### config.mk
export PLATFORM = sky130hd
export DESIGN_NAME = rise_event_arbiter_flat
export DESIGN_NICKNAME = d
export VERILOG_FILES = /design/src/rtl/rise_event_arbiter_pkg.sv /design/src/rtl/rise_event_arbiter_if.sv /design/src/rtl/rise_event_arbiter_rr_pick.sv /design/src/rtl/rise_event_arbiter.sv /design/src/flat_wrapper.sv
export SDC_FILE = /design/constraint.sdc
export NUM_CORES = 1
export LEC_CHECK = 0
export CAP_MARGIN = 20
export CELL_PAD_IN_SITES_DETAIL_PLACEMENT = 0
export CELL_PAD_IN_SITES_GLOBAL_PLACEMENT = 1
export CORE_ASPECT_RATIO = 1.2
export CORE_MARGIN = 2
export CORE_UTILIZATION = 43
export CTS_CLUSTER_SIZE = 40
export DETAILED_ROUTE_END_ITERATION = 12
export PLACE_DENSITY = 0.78
export SYNTH_ARGS = -nofsm -noshare
export SYNTH_HDL_FRONTEND = slang
export SYNTH_SLANG_ARGS = --single-unit
### constraint.sdc
create_clock -name clk -period 4.6 [get_ports clk]
set_input_delay 0.46 -clock clk [delete_from_list [all_inputs] [get_ports clk]]
set_output_delay 0.46 -clock clk [all_outputs]
set_load 0.01 [all_outputs]
### src/rtl/rise_event_arbiter_pkg.sv
// Shared types and helpers for the rising-edge event arbiter.
// Optional drop counter is enabled with RISE_ARB_DROP_CNT_EN.
package rise_arb_pkg;

    localparam int MAX_N = 32;

    typedef enum logic [0:0] {
        IDLE  = 1'b0,
        OFFER = 1'b1
    } arb_state_e;

    function automatic int id_width(input int n);
        return (n <= 32'sd1) ? 32'sd1 : $clog2(n);
    endfunction

    function automatic int unsigned popcount(input logic [MAX_N-1:0] v);
        int unsigned c;
        c = 32'd0;
        for (int i = 0; i < MAX_N; i++) begin
            c = c + {31'd0, v[i]};
        end
        return c;
    endfunction

endpackage

### src/rtl/rise_event_arbiter_if.sv
// Single-event valid/ready channel carrying the granted channel index.
interface rise_event_arbiter_if #(
    parameter int ID_W = 2
);
    logic            out_valid;
    logic            out_ready;
    logic [ID_W-1:0] out_id;

    modport master (output out_valid, output out_id, input out_ready);
    modport slave  (input out_valid, input out_id, output out_ready);
endinterface

### src/rtl/rise_event_arbiter_rr_pick.sv
// Combinational round-robin picker: first set request at or after start, wrapping at N.
module rr_pick
    import rise_arb_pkg::*;
#(
    parameter int N = 4,
    localparam int ID_W = id_width(N)
) (
    input  logic [N-1:0]    req,
    input  logic [ID_W-1:0] start,
    output logic [ID_W-1:0] grant,
    output logic            any
);

    // Scan N positions from start; modular wrap keeps non-power-of-two N correct.
    always_comb begin
        int sum;
        int idx;
        sum   = 0;
        idx   = 0;
        grant = {ID_W{1'b0}};
        any   = 1'b0;
        for (int k = 0; k < N; k++) begin
            sum   = int'(start) + k;
            idx   = (sum >= N) ? (sum - N) : sum;
            grant = (!any && req[idx]) ? ID_W'(idx) : grant;
            any   = any | req[idx];
        end
    end

endmodule

### src/rtl/rise_event_arbiter.sv
// Rising-edge event scheduler: latches rises per channel, offers them round-robin.
// Define RISE_ARB_DROP_CNT_EN to add the saturating drop_cnt output.
module rise_event_arbiter
    import rise_arb_pkg::*;
#(
    parameter int N     = 4,
    parameter int CNT_W = 8
) (
    input  logic                 clk,
    input  logic                 rst,
    input  logic [N-1:0]         in,
    rise_event_arbiter_if.master out_if
`ifdef RISE_ARB_DROP_CNT_EN
    ,
    output logic [CNT_W-1:0]     drop_cnt
`endif
);

    localparam int ID_W = id_width(N);

    if (N < 1 || N > MAX_N || CNT_W < 1) begin : g_bad_cfg
        $error("rise_event_arbiter: unsupported N or CNT_W");
    end

    logic [N-1:0]    prev_r;
    logic [N-1:0]    pending_r;
    logic [ID_W-1:0] ptr_r;
    logic [ID_W-1:0] out_id_r;
    logic            out_valid_r;
    arb_state_e      state_r;

    logic [N-1:0]    rise_s;
    logic [N-1:0]    grant_mask_s;
    logic [N-1:0]    pending_next_s;
    logic [ID_W-1:0] ptr_next_s;
    logic            hs_s;
    logic [ID_W-1:0] idle_grant_s;
    logic [ID_W-1:0] hs_grant_s;
    logic            idle_any_s;
    logic            hs_any_s;

    // Edge detect and next pending set; a rise on the granted channel re-arms it.
    always_comb begin
        rise_s         = in & ~prev_r;
        hs_s           = out_valid_r & out_if.out_ready;
        grant_mask_s   = hs_s ? (N'(1'b1) << out_id_r) : {N{1'b0}};
        pending_next_s = (pending_r & ~grant_mask_s) | rise_s;
        ptr_next_s     = (out_id_r == ID_W'(N - 1)) ? {ID_W{1'b0}} : (out_id_r + ID_W'(1'b1));
    end

    rr_pick #(.N(N)) u_pick_idle (
        .req   (pending_r),
        .start (ptr_r),
        .grant (idle_grant_s),
        .any   (idle_any_s)
    );

    rr_pick #(.N(N)) u_pick_hs (
        .req   (pending_next_s),
        .start (ptr_next_s),
        .grant (hs_grant_s),
        .any   (hs_any_s)
    );

    // Offer FSM with registered valid/id; a handshake may chain straight into the next offer.
    always_ff @(posedge clk) begin
        if (rst) begin
            prev_r      <= {N{1'b0}};
            pending_r   <= {N{1'b0}};
            ptr_r       <= {ID_W{1'b0}};
            out_id_r    <= {ID_W{1'b0}};
            out_valid_r <= 1'b0;
            state_r     <= IDLE;
        end else begin
            prev_r    <= in;
            pending_r <= pending_next_s;
            case (state_r)
                IDLE: begin
                    if (idle_any_s) begin
                        out_id_r    <= idle_grant_s;
                        out_valid_r <= 1'b1;
                        state_r     <= OFFER;
                    end else begin
                        out_valid_r <= 1'b0;
                    end
                end
                OFFER: begin
                    if (hs_s) begin
                        ptr_r <= ptr_next_s;
                        if (hs_any_s) begin
                            out_id_r <= hs_grant_s;
                        end else begin
                            out_valid_r <= 1'b0;
                            state_r     <= IDLE;
                        end
                    end
                end
                default: begin
                    out_valid_r <= 1'b0;
                    state_r     <= IDLE;
                end
            endcase
        end
    end

    assign out_if.out_valid = out_valid_r;
    assign out_if.out_id    = out_id_r;

`ifdef RISE_ARB_DROP_CNT_EN
    logic [N-1:0]       drop_s;
    logic [CNT_W+6:0]   drop_sum_s;
    logic [CNT_W-1:0]   drop_cnt_r;

    // A rise on an already pending, non-granted channel is lost.
    always_comb begin
        drop_s     = rise_s & pending_r & ~grant_mask_s;
        drop_sum_s = {7'd0, drop_cnt_r} + (CNT_W + 7)'(popcount(MAX_N'(drop_s)));
    end

    // Saturating accumulation of per-cycle drop counts.
    always_ff @(posedge clk) begin
        if (rst) begin
            drop_cnt_r <= {CNT_W{1'b0}};
        end else if (drop_sum_s > {7'd0, {CNT_W{1'b1}}}) begin
            drop_cnt_r <= {CNT_W{1'b1}};
        end else begin
            drop_cnt_r <= drop_sum_s[CNT_W-1:0];
        end
    end

    assign drop_cnt = drop_cnt_r;
`else
`endif

endmodule

### src/flat_wrapper.sv
// flat-port wrapper written by rule: the top's interface ports become plain ports
module rise_event_arbiter_flat import rise_arb_pkg::*;
#(
    parameter int N     = 4,
    parameter int CNT_W = 8
)
  (clk, rst, in, out_if_out_valid, out_if_out_id, out_if_out_ready);
  rise_event_arbiter_if #(.ID_W((id_width(N)))) out_if_i ();
  input  logic clk;
  input  logic rst;
  input  logic [N-1:0] in;
  output wire logic [$bits(out_if_i.out_valid)-1:0] out_if_out_valid;
  output wire logic [$bits(out_if_i.out_id)-1:0] out_if_out_id;
  input wire logic [$bits(out_if_i.out_ready)-1:0] out_if_out_ready;
  assign out_if_out_valid = out_if_i.out_valid;
  assign out_if_out_id = out_if_i.out_id;
  assign out_if_i.out_ready = out_if_out_ready;
  rise_event_arbiter #(.N(N), .CNT_W(CNT_W)) u_core (.clk(clk), .rst(rst), .in(in), .out_if(out_if_i));
endmodule
; ---- Yosys cells after proc, flatten, opt, wreduce, memory -nomap -nowiden
; Cells that the tools add are included.
[word_totals]
regBits = 14
latchBits = 0
ramBits = 0
romBits = 0
inputBits = 7
output_inout_bits = 3
elab_cells = 124
n_memories = 0
[classes]
addsub = 15
multipliers = 0
n_div = 0
order_cmp = 16
n_eq_ne = 5
shift = 1
muxes = 53
n_bitwise = 13
reduce_logical = 15
[ops]
columns = operator, n
row1 = "32-bit by 4-bit less-than comparator with 1-bit output, second input constant", 8
row2 = 32-bit 2-to-1 mux, 8
row3 = 2-bit 2-to-1 mux, 12
row4 = "3-bit by 3-bit subtractor with 4-bit output, second input constant", 6
row5 = 1-bit 2-to-1 mux, 21
row6 = "3-bit >= comparator, second input constant", 6
row7 = 1-bit binary-select mux with 2-bit select, 8
row8 = "2-bit by 2-bit adder with 3-bit output, second input constant", 4
row9 = 4-bit AND, 2
row10 = 4-bit inverter, 2
row11 = "2-bit by 3-bit subtractor with 4-bit output, second input constant", 2
row12 = "2-bit by 1-bit adder with 3-bit output, second input constant", 2
row13 = "2-bit by 3-bit >= comparator with 1-bit output, second input constant", 2
row14 = 1-bit logical AND, 6
row15 = 1-bit zero test, 6
row16 = "2-bit inequality test, second input constant", 3
row17 = 1-bit OR, 6
row18 = 4-bit 2-to-1 mux, 1
row19 = 4-bit OR, 1
row20 = 1-bit one-hot mux with 2 select lines, 2
row21 = 2-bit one-hot mux with 2 select lines, 1
row22 = 2-bit AND reduction, 2
row23 = "1-bit by 2-bit << shifter with 4-bit output, first input constant", 1
row24 = 3-bit AND reduction, 1
row25 = 5 further kinds, 5

; ---- Logic depth before layout (Yosys ltp)
; Gate-level depths: netlist of the first run.
[logic_depth]
word_depth = 16
ltp_mapped = 8
ltp_nobuf = 7

; ---- Cells and area by module
; A second synthesis of the first run with hierarchy kept.
[hier_totals]
hier_cells = 98
hier_area_um2 = 780.7
[modules_own_cells]
columns = module, instances, cells_each, area_each_um2, seq_area_each_um2
row1 = rise_event_arbiter, 1, 68, 625.6, 280.3
row2 = rr_pick, 2, 15, 77.6, 0.0

; ---- Least setup slack after synthesis of the first run
; Ideal clock, no wire load.
[synth_timing]
path_type = register to register
startpoint = register u_core.out_id_r[0] (netlist: u_core.out_if.out_id[0])
endpoint = register u_core.out_id_r[1] (netlist: u_core.out_if.out_id[1])
setup_ps = 88
arrival_time_ps = 1603
required_time_ps = 4512
slack_ps = 2908
path_stages_with_launch = 8
n_path_buf = 1
period_less_slack_ps = 1692
cell_sequence = dfxtp_1 -> ha_1 -> or2_1 -> buf_1 -> nor2_1 -> o21ai_2 -> a221o_1 -> a311oi_2
[synth_via]
elab_chain_len = 16
word_cells_on_any_way = 53
cone_classes = add/sub (8) / order compare (4) / eq/ne (2) / shift (1) / mux (25) / bitwise (6) / reduce/logical (7)
[synth_lines]
columns = item, line
row1 = "start, declared", rise_event_arbiter.sv:28  ; logic [ID_W-1:0] out_id_r;
row2 = "start signal, assigned", rise_event_arbiter.sv:71  ; out_id_r <= {ID_W{1'b0}};
row3 = "start signal, assigned", rise_event_arbiter.sv:80  ; out_id_r <= idle_grant_s;
row4 = "start signal, assigned", rise_event_arbiter.sv:91  ; out_id_r <= hs_grant_s;
row5 = "2-bit by 1-bit adder with 2-bit output, or another cell as far along", rise_event_arbiter.sv:48  ; ptr_next_s = (out_id_r == ID_W'(N - 1)) ? {ID_W{1'b0}} : (out_id_r + ID_W'(1'b1));
row6 = 2-bit 2-to-1 mux / 4-bit 2-to-1 mux (equally long branches), "rise_event_arbiter.sv:48, rise_event_arbiter.sv:46"
row7 = 2-bit by 1-bit adder with 3-bit output / 4-bit inverter (equally long branches), "rise_event_arbiter_rr_pick.sv:23, rise_event_arbiter.sv:47"
row8 = "3-bit by 3-bit subtractor with 4-bit output, or another cell as far along", rise_event_arbiter_rr_pick.sv:24  ; idx = (sum >= N) ? (sum - N) : sum;
row9 = 32-bit 2-to-1 mux / 4-bit OR (equally long branches), "rise_event_arbiter_rr_pick.sv:24, rise_event_arbiter.sv:47"
row10 = 1-bit binary-select mux with 2-bit select, "rise_event_arbiter_rr_pick.sv:25, rise_event_arbiter_rr_pick.sv:26"
row11 = 1-bit 2-to-1 mux (implied by the code) (2 in series), "rise_event_arbiter_rr_pick.sv:25, rise_event_arbiter_rr_pick.sv:26"
row12 = 1-bit OR / 1-bit zero test (equally long branches), "rise_event_arbiter_rr_pick.sv:26, rise_event_arbiter_rr_pick.sv:25"
row13 = "1-bit zero test, or another cell as far along", rise_event_arbiter_rr_pick.sv:25  ; grant = (!any && req[idx]) ? ID_W'(idx) : grant;
row14 = "1-bit logical AND, or another cell as far along", rise_event_arbiter_rr_pick.sv:25
row15 = 2-bit 2-to-1 mux / 1-bit logical AND (equally long branches), rise_event_arbiter_rr_pick.sv:25
row16 = 2-bit 2-to-1 mux, rise_event_arbiter_rr_pick.sv:25
row17 = 2-bit 2-to-1 mux, rise_event_arbiter.sv:90  ; if (hs_any_s) begin
row18 = 2-bit 2-to-1 mux, rise_event_arbiter.sv:88  ; if (hs_s) begin
row19 = 2-bit one-hot mux with 2 select lines, rise_event_arbiter.sv:77  ; case (state_r)
; Parallel ways exist; a longest one is shown, timed or not. The select of a mux whose other input is x is not followed.
; A chain may end at the register's enable or synchronous reset.

; ---- Final worst setup path of the first run
[layout_timing]
startpoint = input port out_if_out_ready
endpoint = register u_core.out_id_r[1] (netlist: u_core.out_if.out_id[1])
[layout_via]
elab_chain_len = 16
word_cells_on_any_way = 36
cone_classes = eq/ne (2) / mux (20) / bitwise (7) / reduce/logical (7)
[layout_lines]
columns = item, line
row1 = "start, declared", flat_wrapper.sv:14  ; input wire logic [$bits(out_if_i.out_ready)-1:0] out_if_out_ready;
row2 = 1-bit AND (*), rise_event_arbiter.sv:45  ; hs_s = out_valid_r & out_if.out_ready;
row3 = 4-bit 2-to-1 mux, rise_event_arbiter.sv:46  ; grant_mask_s = hs_s ? (N'(1'b1) << out_id_r) : {N{1'b0}};
row4 = 4-bit inverter, rise_event_arbiter.sv:47  ; pending_next_s = (pending_r & ~grant_mask_s) | rise_s;
row5 = 4-bit AND, rise_event_arbiter.sv:47
row6 = 4-bit OR, rise_event_arbiter.sv:47
row7 = 1-bit binary-select mux with 2-bit select, "rise_event_arbiter_rr_pick.sv:25, rise_event_arbiter_rr_pick.sv:26"
row8 = 1-bit 2-to-1 mux (implied by the code) (2 in series), "rise_event_arbiter_rr_pick.sv:25, rise_event_arbiter_rr_pick.sv:26"
row9 = 1-bit zero test / 1-bit OR (equally long branches), "rise_event_arbiter_rr_pick.sv:25, rise_event_arbiter_rr_pick.sv:26"
row10 = "1-bit logical AND, or another cell as far along", rise_event_arbiter_rr_pick.sv:25
row11 = "2-bit 2-to-1 mux, or another cell as far along", rise_event_arbiter_rr_pick.sv:25
row12 = 2-bit 2-to-1 mux / 1-bit logical AND (equally long branches), rise_event_arbiter_rr_pick.sv:25
row13 = 2-bit 2-to-1 mux, rise_event_arbiter_rr_pick.sv:25
row14 = 2-bit 2-to-1 mux, rise_event_arbiter.sv:90
row15 = 2-bit 2-to-1 mux, rise_event_arbiter.sv:88
row16 = 2-bit one-hot mux with 2 select lines, rise_event_arbiter.sv:77
; Every way passes the cells marked *; elsewhere a longest branch is shown, timed or not. The select of a mux whose other input is x is not followed.

==> results of run 1 <==
==> cells by family (layout without fill, tap and decap cells) <==
logic type	after synthesis	count (layout)
adder cells (fa/ha/maj)	4	4
buffers and inverters	10	19
multiplexers	1	1
AND/OR/NAND/NOR	39	39
AO/OA/AOI/OAI	26	26
flip-flops	14	14
==> cell usage after synthesis, types with 2 or more instances <==
library cell   n
a21boi_0       2
nor3_1         2
nand3_1        4
a31oi_1        2
o21ai_0        2
nor2_1        11
inv_1          6
or2_1          2
a21oi_1        3
and3_1         2
nor2b_1        7
o31ai_1        2
nand2b_1       7
dfxtp_1       14
a21oi_4        2
ha_1           4
clkbuf_1       2
==> flip-flops by register name, summed over array words and instances, names as in the netlist <==
signal	cells
u_core.prev_r	4
u_core.out_if.out_valid	1
u_core.ptr_r	2
u_core.out_if.out_id	2
u_core.state_r	1
u_core.pending_r	4
==> path summary, 6_finish.rpt <==
path | endpoint | slack, ns
setup / recovery | u_core.out_if.out_id[1] | 2.68
hold / removal | u_core.out_if.out_valid | 0.53
setup reg to reg | u_core.out_if.out_id[1] | 2.78
hold reg to reg | u_core.out_if.out_valid | 0.53
==> per-layer routing <==
layer / vias up / GRT usage [%] / share of wire, %
met4: 0 / 5.56 / 1.1
met1: 334 / 19.7 / 43
met2: 22 / 31.4 / 51
li1: 354 / - / -
met3: 2 / 2.08 / 4.8
met5: - / 0 / 0
==> critical path, stage by stage <==
cell and delay, ns:
clkdlybuf4s50_1 0.54, a21bo_1 0.15, and3_1 0.29, a41oi_2 0.18
or2_1 0.25, a311oi_2 0.24
==> power breakdown <==
group | internal [mW] | switching [mW]
sequential | 0.131 | 0.0139
clock | 0.0483 | 0.0441
combinational | 0.0426 | 0.0476
total | 0.222 | 0.106
==> area by class of cell <==
cell class                 count  area, um2
timing repair buffer           9       90.1
tap                           19       23.8
inverter                       6       22.5
fill                         171        872
sequential                    14        280
clock buffer                   4       36.3
multi-input combinational     70        504
==> metrics by stage <==
| step | setup slack, ns | power [mW] | utilization (%) |
|---|---|---|---|
| floorplan | 2.91 | 0.211 | - |
| global placement | 2.41 | 0.237 | 50.3 |
| detailed placement | 2.38 | 0.238 | 50.3 |
| CTS | 2.67 | 0.329 | 52.3 |
| global route | 2.61 | 0.345 | 52.3 |
| finish | 2.68 | 0.328 | 52.3 |
==> run metrics, run 1 <==
Pre-antenna DRT Iters=4; Leak=0.373 nW; hold path cells=1; initial antenna violation count=0; port bufs=9; CTS max path bufs=2; hold_buf cts=0; Area Overhead vs Synth=15.4%; worst r2r src=u_core.out_if.out_id[0]; Final Critical Period=1.92 ns; share of the synthesized area in the top cell type=33.8%; Slew HR=63.4%; final WL=1.74 mm; die height=52.1 um; Final Hold Fails=0; Placed Instances=118; GP Congestion=0.792; core area=1830 um2; RSZ-0062 raised after global routing=false; Residual DRC=0; Seq/Total Area, Yosys=33.8%; worst-skew pair later-pin latency=0.29 ns; status=complete, no violations; Post-Synth Simple-Gate Area=25.3%; most frequent cells in the layout=dfxtp_1, nor2_1, clkdlybuf4s50_1, nand2b_1, nor2b_1; largest net degree at the start of global routing=15; nets@finish=115; post-synthesis mux area share=1.21%; CP Data Arrival Time=2.12 ns; H-tree levels=1; post-synthesis xor/xnor area fraction=0%; Clock Tree Root=clkbuf_4; hold path start=u_core.state_r; number of synthesized flops with an enable pin=0; Compound-Gate Fraction of Synth Area=28.2%; ys flop type=dfxtp_1; clock sink total=14; synth unique cells=37; CTS tree=built; final setup fails=0; Antenna Cells=0; Ys Warns=0; all-layer global routing usage=17.0%; P per Cell Area=343 nW/um2; cts repair resizes=0; row count=17; Gate Count Post-Synth=94; crit path launch type=primary input; vias=712; Avg Synthesized Cell Area=8.82 um2; critical path class=primary input to register; Inserted Clock Buffers=3; Setup Fix Bufs, Post-CTS=0; IO Pins=10; Critical Path Source=out_if_out_ready; DIE AREA=2300 um2; Fmax=521 MHz; max cap viols=0; top cells by area, synth=dfxtp_1, ha_1, nand2b_1; CP Capture Type=register; first-pass GRT wire length=2.86 mm; main combinational cell family by area after synthesis=compound AO/OA/AOI/OAI gates; vias in the first global route=654; routed len/inst=14.3 um; worst clock skew=0.00574 ns; Die Wd=44.1 um; Antenna Violating Nets Remaining=0; Area after DPL=921 um2; Clock Pin Slew Worst Setup and Hold Paths=0.09 ns; Hold Path Class=register to register; grt total ovfl=0; worst path required time=4.80 ns; DRT iter0 DRCs=14; vias per cell=5.84; Synth Net Count=105; most common library cell in the layout ignoring fill and taps=dfxtp_1; Final period util=41.8%; crit path max fanout=6; Synth Area in Adders=6.03%; smallest hold slack=0.532 ns; FFs w/ async S/R, synth=0%; share of layout cells above drive strength 1=10.7%; Yosys reg bits=14; largest area contributor in the netlist=dfxtp_1; Finished Layout Cells=122; Slew Viols, Final=0; worst-margin pin slew=0.548 ns; Peak supply drop=212 uV; initial core utilization=45.3%; R2R depth=6; hpwl dp=1.33 mm; Fin Setup TNS=0 ns; synthesized area=830 um2; finished layout cell area=957 um2
No activity file was read; power rests on OpenSTA's default activity.
==> run 2, diff against run 1 <==
- CORE_UTILIZATION: 43 -> 40
- PLACE_DENSITY: 0.78 -> 0.73
- clock period: 4.6 -> 1.9 ns (I/O delays scaled with it)
==> run 2 against run 1 <==
Against the previous run: total power up 150%; non-clock buffer count increased by 6; hold slack worse by 0.050 ns; routed wire length increased by 4.3%; sequential power up 140%; flip-flop and latch count unchanged; final cell count rose by 5.7%; clock skew is essentially flat; die area rose by 6.9%; setup slack worse by 2.5 ns; sequential share of layout area down 1.2 points; utilization fell by 2.1 points.
==> run metrics, run 2 (synthesized netlist as in run 1, its figures left out) <==
final setup fails=0 (unchanged); die height=53.9 um (was 52.1 um); max cap viols=0 (unchanged); Placed Instances=125 (was 118); most frequent cells in the layout=dfxtp_1, nor2_1, clkdlybuf4s50_1, nand2b_1, nor2b_1 (unchanged); vias=720 (was 712); DRT iter0 DRCs=28 (was 14); Final Util=50.2% (was 52.3%); Slew Viols, Final=0 (unchanged); DIE AREA=2460 um2 (was 2300 um2); highest-delay cell along the critical path=dfxtp_2 (was clkdlybuf4s50_1); CTS max path bufs=2 (unchanged); Final Critical Period=1.71 ns; switching share of power=31.5% (was 32.2%); critical path depth in cells=6 (unchanged); Clock Pin Slew Worst Setup and Hold Paths=0.09 ns (about the same); nets@finish=121 (was 115); clock sink total=14 (unchanged); crit path max fanout=7 (was 6); Fin Setup TNS=0 ns (unchanged); vias in the first global route=700 (was 654); worst-skew pair later-pin latency=0.28 ns (was 0.29 ns); hold_buf cts=0 (unchanged); critical path's largest stage delay=0.39 ns (was 0.54 ns); critical path class=register to register (was primary input to register); worst path required time=2.10 ns (was 4.80 ns); Pre-antenna DRT Iters=4 (unchanged); all-layer global routing usage=18.3% (was 17.0%); FILL cells=196 (was 171); GP Congestion=0.813 (was 0.792); Setup Fix Bufs, Post-CTS=0 (unchanged); grt total ovfl=0 (unchanged); Leak=0.403 nW (was 0.373 nW); first-pass GRT wire length=3.19 mm (was 2.86 mm); most common library cell in the layout ignoring fill and taps=dfxtp_1 (unchanged); Psw=0.255 mW (was 0.106 mW); crit path launch type=register (was primary input); cts repair resizes=0 (unchanged); Slew HR=68.2% (was 63.4%); row count=18 (was 17); P per Cell Area=805 nW/um2 (was 343 nW/um2); share of layout cells above drive strength 1=17.4% (was 10.7%); worst path cell trace=inv_1 > ha_1 > nor2_1 > o21ai_2 > a221o_1 > a311oi_2 (was clkdlybuf4s50_1 > a21bo_1 > and3_1 > a41oi_2 > or2_1 > a311oi_2); Inserted Clock Buffers=3 (unchanged); Seq pwr share=43.8% (was 44.3%); initial core utilization=41.4% (was 45.3%); clock group share of total power=27.0% (was 28.2%); Final period util=90.2%; H-tree levels=1 (unchanged); Peak supply drop=448 uV (was 212 uV); Die Wd=45.6 um (was 44.1 um); Antenna Violating Nets Remaining=0 (unchanged); vias per cell=5.58 (was 5.84); Fmax=583 MHz; CTS tree=built (unchanged); Hold Path Class=primary input to register (was register to register); core area=2000 um2 (was 1830 um2); P_int=0.555 mW (was 0.222 mW); initial antenna violation count=0 (unchanged); routed len/inst=14.1 um (was 14.3 um); Residual DRC=0 (unchanged); RSZ-0062 raised after global routing=false (unchanged); worst clock skew=0.00623 ns (was 0.00574 ns); port bufs=9 (unchanged); Area Overhead vs Synth=21.3% (was 15.4%); Clock Tree Root=clkbuf_4 (unchanged); R2R depth=6 (unchanged); Largest regs=u_core.pending_r: 4 flops, u_core.prev_r: 4 flops (unchanged); CP Data Arrival Time=1.91 ns (was 2.12 ns); CP Capture Type=register (unchanged); worst-margin pin slew=0.475 ns (was 0.548 ns); Combinational Power Share=29.1% (was 27.5%); Buf/Inv on CP=1 (unchanged); final WL=1.82 mm (was 1.74 mm); Finished Layout Cells=129 (was 122); hold path cells=2 (was 1); Final Hold Fails=0 (unchanged); CP top delay family=compound AO/OA/AOI/OAI gates (unchanged); largest net degree at the start of global routing=13 (was 15); IO Pins=10 (unchanged); status=complete, no violations (unchanged); Antenna Cells=0 (unchanged)
==> run 2: metal layers <==
layer	track usage (%)	up-vias	part of all wire (%)
met5	0	-	0
met2	30.5	22	48
met1	22.8	330	47
met4	8.82	0	1.3
li1	-	364	-
met3	2.01	4	3.2
==> run 2: power by group through the flow <==
stage / clock (mW) / sequential (mW) / combinational, mW
global placement: 0 / 0.360 / 0.234
CTS: 0.224 / 0.353 / 0.234
floorplan: 0 / 0.351 / 0.160
global route: 0.237 / 0.360 / 0.261
finish: 0.219 / 0.355 / 0.236
detailed placement: 0 / 0.360 / 0.233
==> run 2: area by class of cell <==
type	instances	area, um2	share of cell area, %
inverter	6	22.5	2.24
timing repair buffer	15	135	13.4
sequential	14	283	28.1
tap	20	25.0	2.49
multi-input combinational	70	504	50.1
clock buffer	4	36.3	3.61
==> run 2: metrics by stage <==
step	worst slack [ns]	area (um2)	hold slack [ns]	total power [mW]
3_5_place_dp	0.0369	967	0.505	0.593
4_1_cts	0.125	1000	0.476	0.811
5_1_grt	0.0667	1010	0.488	0.857
6_report	0.186	1010	0.482	0.810
3_3_place_gp	0.0526	967	0.508	0.593
2_1_floorplan	0.208	830	0.262	0.511
==> run 2: path summary, 6_finish.rpt <==
path / startpoint / to / slack [ns]
setup / recovery: u_core.out_if.out_id[0] / u_core.out_if.out_id[1] / 0.19
hold / removal: in[3] / u_core.prev_r[3] / 0.48
setup reg to reg: u_core.out_if.out_id[0] / u_core.out_if.out_id[1] / 0.19
hold reg to reg: u_core.state_r / u_core.out_if.out_valid / 0.53
